<file path="src/rtl/des_key_scheduler.sv">
// DES key schedule: issues the 16 round subkeys in encrypt or decrypt order,
// one per cycle, under a valid/advance handshake with the round datapath.
module des_key_scheduler (
    input  logic        i_clk,
    input  logic        i_rst,
    input  logic        i_start,
    input  logic        i_decrypt,
    input  logic [63:0] i_key,
    input  logic        i_advance,
    output logic [47:0] o_subkey,
    output logic        o_subkey_valid,
    output logic [3:0]  o_round,
    output logic        o_busy,
    output logic        o_done
);

    typedef enum logic [1:0] {
        ST_IDLE  = 2'd0,
        ST_ROUND = 2'd1,
        ST_DONE  = 2'd2
    } state_t;

    // Table entries are 1-based FIPS bit numbers; vector index = bit number - 1.
    localparam logic [5:0] PC1_TBL [56] = '{
        6'd57, 6'd49, 6'd41, 6'd33, 6'd25, 6'd17, 6'd9,
        6'd1,  6'd58, 6'd50, 6'd42, 6'd34, 6'd26, 6'd18,
        6'd10, 6'd2,  6'd59, 6'd51, 6'd43, 6'd35, 6'd27,
        6'd19, 6'd11, 6'd3,  6'd60, 6'd52, 6'd44, 6'd36,
        6'd63, 6'd55, 6'd47, 6'd39, 6'd31, 6'd23, 6'd15,
        6'd7,  6'd62, 6'd54, 6'd46, 6'd38, 6'd30, 6'd22,
        6'd14, 6'd6,  6'd61, 6'd53, 6'd45, 6'd37, 6'd29,
        6'd21, 6'd13, 6'd5,  6'd28, 6'd20, 6'd12, 6'd4
    };

    localparam logic [5:0] PC2_TBL [48] = '{
        6'd14, 6'd17, 6'd11, 6'd24, 6'd1,  6'd5,
        6'd3,  6'd28, 6'd15, 6'd6,  6'd21, 6'd10,
        6'd23, 6'd19, 6'd12, 6'd4,  6'd26, 6'd8,
        6'd16, 6'd7,  6'd27, 6'd20, 6'd13, 6'd2,
        6'd41, 6'd52, 6'd31, 6'd37, 6'd47, 6'd55,
        6'd30, 6'd40, 6'd51, 6'd45, 6'd33, 6'd48,
        6'd44, 6'd49, 6'd39, 6'd56, 6'd34, 6'd53,
        6'd46, 6'd42, 6'd50, 6'd36, 6'd29, 6'd32
    };

    localparam logic [1:0] SHIFT_TBL [16] = '{
        2'd1, 2'd1, 2'd2, 2'd2, 2'd2, 2'd2, 2'd2, 2'd2,
        2'd1, 2'd2, 2'd2, 2'd2, 2'd2, 2'd2, 2'd2, 2'd1
    };

    function automatic logic [55:0] pc1(input logic [63:0] key);
        logic [55:0] cd;
        cd = 56'd0;
        for (int j = 0; j < 56; j++) begin
            cd[j] = key[PC1_TBL[j] - 6'd1];
        end
        return cd;
    endfunction

    function automatic logic [47:0] pc2(input logic [27:0] c, input logic [27:0] d);
        logic [55:0] cd;
        logic [47:0] sub;
        cd  = {d, c};
        sub = 48'd0;
        for (int j = 0; j < 48; j++) begin
            sub[j] = cd[PC2_TBL[j] - 6'd1];
        end
        return sub;
    endfunction

    // A FIPS left rotation moves bits toward index 0.
    function automatic logic [27:0] rotl(input logic [27:0] v, input logic [1:0] amt);
        if (amt == 2'd2) begin
            return {v[1:0], v[27:2]};
        end else begin
            return {v[0], v[27:1]};
        end
    endfunction

    function automatic logic [27:0] rotr(input logic [27:0] v, input logic [1:0] amt);
        if (amt == 2'd2) begin
            return {v[25:0], v[27:26]};
        end else begin
            return {v[26:0], v[27]};
        end
    endfunction

    state_t      state_q, state_d;
    logic [27:0] c_q, c_d;
    logic [27:0] d_q, d_d;
    logic [3:0]  step_q, step_d;
    logic        dec_q, dec_d;
    logic [55:0] key_cd_s;

    assign key_cd_s = pc1(i_key);

    // State and schedule registers
    always_ff @(posedge i_clk or posedge i_rst) begin
        if (i_rst) begin
            state_q <= ST_IDLE;
            c_q     <= 28'd0;
            d_q     <= 28'd0;
            step_q  <= 4'd0;
            dec_q   <= 1'b0;
        end else begin
            state_q <= state_d;
            c_q     <= c_d;
            d_q     <= d_d;
            step_q  <= step_d;
            dec_q   <= dec_d;
        end
    end

    // Next-state logic
    always_comb begin
        state_d = state_q;
        case (state_q)
            ST_IDLE: begin
                if (i_start) begin
                    state_d = ST_ROUND;
                end else begin
                    state_d = ST_IDLE;
                end
            end
            ST_ROUND: begin
                if (i_advance && (step_q == 4'd15)) begin
                    state_d = ST_DONE;
                end else begin
                    state_d = ST_ROUND;
                end
            end
            ST_DONE: state_d = ST_IDLE;
            default: state_d = ST_IDLE;
        endcase
    end

    // Decrypt loads the unrotated C0,D0, which equals C16,D16 since the shifts total 28
    always_comb begin
        c_d    = c_q;
        d_d    = d_q;
        step_d = step_q;
        dec_d  = dec_q;
        if ((state_q == ST_IDLE) && i_start) begin
            dec_d  = i_decrypt;
            step_d = 4'd0;
            if (i_decrypt) begin
                c_d = key_cd_s[27:0];
                d_d = key_cd_s[55:28];
            end else begin
                c_d = rotl(key_cd_s[27:0], 2'd1);
                d_d = rotl(key_cd_s[55:28], 2'd1);
            end
        end else if ((state_q == ST_ROUND) && i_advance) begin
            if (step_q == 4'd15) begin
                step_d = 4'd0;
            end else if (dec_q) begin
                step_d = step_q + 4'd1;
                c_d    = rotr(c_q, SHIFT_TBL[4'd15 - step_q]);
                d_d    = rotr(d_q, SHIFT_TBL[4'd15 - step_q]);
            end else begin
                step_d = step_q + 4'd1;
                c_d    = rotl(c_q, SHIFT_TBL[step_q + 4'd1]);
                d_d    = rotl(d_q, SHIFT_TBL[step_q + 4'd1]);
            end
        end else begin
            step_d = step_q;
        end
    end

    // Output decode
    always_comb begin
        o_subkey       = 48'd0;
        o_subkey_valid = 1'b0;
        o_round        = 4'd0;
        o_busy         = 1'b0;
        o_done         = 1'b0;
        case (state_q)
            ST_IDLE: o_busy = 1'b0;
            ST_ROUND: begin
                o_subkey       = pc2(c_q, d_q);
                o_subkey_valid = 1'b1;
                o_round        = step_q;
                o_busy         = 1'b1;
            end
            ST_DONE: begin
                o_busy = 1'b1;
                o_done = 1'b1;
            end
            default: o_busy = 1'b0;
        endcase
    end

endmodule
</file>
<file path="config.mk">
export PLATFORM = sky130hd
export DESIGN_NAME = des_key_scheduler
export DESIGN_NICKNAME = d
export VERILOG_FILES = /design/src/rtl/des_key_scheduler.sv
export SDC_FILE = /design/constraint.sdc
export NUM_CORES = 1
export LEC_CHECK = 0
export BUFFER_PORTS_ARGS = -buffer_cell sky130_fd_sc_hd__buf_2
export CELL_PAD_IN_SITES_DETAIL_PLACEMENT = 0
export CELL_PAD_IN_SITES_GLOBAL_PLACEMENT = 2
export CORE_UTILIZATION = 34
export CTS_BUF_LIST = sky130_fd_sc_hd__clkbuf_4
export DETAILED_ROUTE_END_ITERATION = 6
export PLACE_DENSITY_LB_ADDON = 0.1
export SLEW_MARGIN = 20
export SYNTH_ARGS = -nofsm -noshare
export SYNTH_HDL_FRONTEND = slang
export SYNTH_SLANG_ARGS = --single-unit
</file>
<file path="constraint.sdc">
create_clock -name i_clk -period 6.7 [get_ports i_clk]
set_input_delay 0.335 -clock i_clk [delete_from_list [all_inputs] [get_ports i_clk]]
set_output_delay 0.335 -clock i_clk [all_outputs]
set_load 0.02 [all_outputs]
</file>
==> results <==
- The number of distinct library cell variants in the gate-level netlist after synthesis is 39.
- In the routed layout, each cell is associated on average with a via count of about 5.6.
- By count the netlist is led by sky130_fd_sc_hd__mux2i_1 (107), sky130_fd_sc_hd__nand2_1 (79), sky130_fd_sc_hd__dfrtp_1 (63).
- The die is approximately 130 µm tall.
- From left edge to right edge, the die measures around 130 µm.
- On the final layout, the worst clock skew is around 0.017 ns.
- The final route contains roughly 5600 vias.
- During synthesis, Yosys emitted a total of 0 warnings.
- After detailed routing, the average wire length per cell comes to roughly 19 µm.
- The total overflow left after global routing is 0.
- The via count of the first global-routing pass is 5593.
- In the post-synthesis netlist, the biggest area contributors are sky130_fd_sc_hd__dfrtp_1 (28%), sky130_fd_sc_hd__mux2i_1 (19%), sky130_fd_sc_hd__and2_1 (5.8%).
- The overall power is about 3.7 mW.
- The required time of the critical path is roughly 7.1 ns.
- The maximum number of buffers from clock root to sink is 2.
- The hold violation count in the final report came to 0.
- The tightest hold path in the finished design has a slack of between 0.1 and 0.15 ns.
- During I/O placement, the number of pins put on the boundary was roughly 120.
- The first detailed-routing pass ran for 5 iterations.
- The top flip-flop cell by instance count after synthesis is sky130_fd_sc_hd__dfrtp_1.
- Once placement finished, the instance area stood at 6340 µm².
- The number of DRC markers after the initial detailed-route iteration is roughly 400.
- The total negative slack is 0 ns.
- Measured on the finished design, the core utilization comes to 0.4003.
- After clock tree synthesis, the clock-pin slew on the worst setup and hold paths is around 0.12 ns.
- Once layout is complete, the cells apart from fillers number 987.
- Buffers inserted to repair hold after CTS numbered 0.
- The count of endpoints failing setup in the final report is 0.
- Synthesis inferred 63 register bits.
- The dominant cell by count in the synthesized netlist is sky130_fd_sc_hd__mux2i_1.
- The flow ran to the end, and the final reports show no timing, DRC or antenna violations.
- The number of inserted filler cells in the final layout is 1744.
- The H-tree depth reported by CTS is 3.
- The min-delay analysis places its worst path in the category in -> async.
- The category of the worst setup path launch point is a flip-flop.
- The floorplan row count is 46.
- The area growth from synthesis to layout is 13.07%.
- The quantity of gates resized following cts is 0.
- Buffers inserted during clock tree synthesis total 9.
- The effective utilization at floorplan is 0.3540.
- The upper clock frequency limit is between 0.3 and 0.4 GHz.
- For this run, design rule violations remaining after detail routing come to 0.
- The type of the setup path with the least slack is reg -> reg.
- Prior to clock tree synthesis, the placed netlist has a worst setup slack of 3.618 ns.
- Of all nets on the critical path, the largest fanout is 51.
- The total leakage power is approximately 2.9 nW.
- For this design the ratio of total power to cell area is between 500 and 600 nW/µm².
- The core region is 16120 µm².
- In this run the critical register-to-register path is launched from step_q[0].
- Setup repair after global routing left no endpoint under its margin.
- Wires add up to roughly 19000 µm.
- Of all flip-flops after synthesis, the portion carrying an async set or reset was 1.000.
- Tracing the worst setup path back leads to its startpoint at step_q[0].
- After technology mapping, the gate count stands at 698.
- The count of final max-slew check failures is 0.
- The worst vdd rail ir drop is around 0.00045 V.
- Subtracting the final worst setup slack from the clock period gives about 3.1 ns.
- The synthesized design contains 0 enable-type register cells.
- The clock net in this run drives a total of 63 sinks.
- The wire-length estimate of the detail-placed layout is around 11000 µm.
- Dividing the synthesized area by the synthesized cell count gives a little over 8 µm².
- The share of synthesized area in the top cell type comes to 0.2763.
- Across the run, the number of max-cap violations was 0.
- In the final design database the tool counted approximately 840 nets.
- The port buffer count is around 120.
- At the end of routability-driven placement, the weighted congestion stood at ~0.74.
- The later pin in the worst-skew pair is clocked with a latency of approximately 0.46 ns.
- Once placement completed, the tool counted placed cells totaling between 900 and 1000.
- The endpoint kind of the worst setup timing path is a flip-flop.
- At the pin with the least slew margin, the transition time is just over 1 ns.
- In the global route stage, overall resource usage came out at 0.2172.
- Measured against its own limit, the worst slew margin works out to 0.3266.
- In the final layout, the share of cells above drive strength 1 is 0.2211.
- Summing every instance area after synthesis gives about 5700 µm².
- The CTS tree is yes.
- The post-route cell area is around 6500 µm².
- The die outline area is 17300 µm².
- Once the clock tree was built, the setup fixing pass inserted 0 buffers.
- The largest net degree at the start of global routing is 64.
- The number of cells on the worst reg-to-reg path is 8.
- The final antenna-violating net count is 0.
- The initial antenna violation count is 1.
- The portion of the post-synthesis area used by sequential elements is 0.2763.
- The root cell of the clock tree is sky130_fd_sc_hd__clkbuf_4.
- Summed over all instances, the cell type with the most area after synthesis is sky130_fd_sc_hd__dfrtp_1.
- The minimum setup slack in the final design is roughly 3.6 ns.
- The period utilization is 0.4653.
- The first-pass GRT wire length is 30440 µm.
- The data arrival time of the worst path is 3.48 ns.
- The net count after synthesis is 774.
[power by group]
group | switching [mW] | internal (mW)
registers | 0.340 | 0.566
clock network | 0.151 | 0.0896
logic | 1.48 | 1.04
total | 1.97 | 1.70
[sequential cells by signal (all words and copies together) (netlist names)]
name     count
c_q         28
d_q         28
state_q      2
step_q       4
dec_q        1
[layer usage]
metal  routed length, µm  up-vias  global-route usage
li1                    -     2688                   -
met1                8584     2708              0.2839
met2                8907      135              0.3657
met3                 734       20             0.03472
met4                 289        0             0.06395
met5                   0        -                   0
[cell families after synthesis]
logic type,synth area share
adder cells (fa/ha/maj),0.01535
XOR/XNOR,0.001535
flip-flops,0.2763
multiplexers,0.2075
buffers and inverters,0.06316
AO/OA/AOI/OAI,0.2445
AND/OR/NAND/NOR,0.1917
[final cells by class]
class / count / area (µm²) / area share
diodes: 2 / 5.005 / 0.0007758
clock buffers: 13 / 97.59 / 0.01513
clock inverters: 2 / 8.758 / 0.001358
inverters: 5 / 18.77 / 0.002909
multi-input cells: 561 / 3821 / 0.5923
flip-flops and latches: 63 / 1577 / 0.2444
well taps: 216 / 270.3 / 0.04189
repair buffers: 125 / 653.1 / 0.1012
[layout by cell type, fill, tap and decap left out, types with 8 or more instances in the layout]
cell	n
sky130_fd_sc_hd__buf_4	11
sky130_fd_sc_hd__mux2i_1	107
sky130_fd_sc_hd__o31ai_1	22
sky130_fd_sc_hd__a21oi_1	39
sky130_fd_sc_hd__o22ai_1	29
sky130_fd_sc_hd__a31oi_1	44
sky130_fd_sc_hd__a221oi_2	11
sky130_fd_sc_hd__buf_2	114
sky130_fd_sc_hd__mux2_2	8
sky130_fd_sc_hd__nand2_1	79
sky130_fd_sc_hd__a221oi_1	18
sky130_fd_sc_hd__o21ai_0	34
sky130_fd_sc_hd__nor2_1	57
sky130_fd_sc_hd__and2_1	52
sky130_fd_sc_hd__dfrtp_1	63
sky130_fd_sc_hd__nor2b_1	19
sky130_fd_sc_hd__clkbuf_4	13
[worst max-delay path, stage by stage (launching register included)]
cell	delay [ns]
sky130_fd_sc_hd__dfrtp_1	0.52
sky130_fd_sc_hd__ha_1	0.38
sky130_fd_sc_hd__nor4b_4	0.08
sky130_fd_sc_hd__a211o_2	0.27
sky130_fd_sc_hd__buf_4	0.31
sky130_fd_sc_hd__nor2_2	0.66
sky130_fd_sc_hd__buf_4	0.44
sky130_fd_sc_hd__a221oi_1	0.16
sky130_fd_sc_hd__o22ai_1	0.18
[worst paths after layout]
check	endpoint	slack [ns]
worst min register to register	d_q[9]	0.67
worst min-delay path	c_q[18]	0.15
min in group i_clk	state_q[0]	0.20
max in group asynchronous	d_q[17]	5.96
worst max register to register	d_q[14]	3.58
worst max-delay path	d_q[14]	3.58
Note: power is estimated with default switching activity, not from simulation.
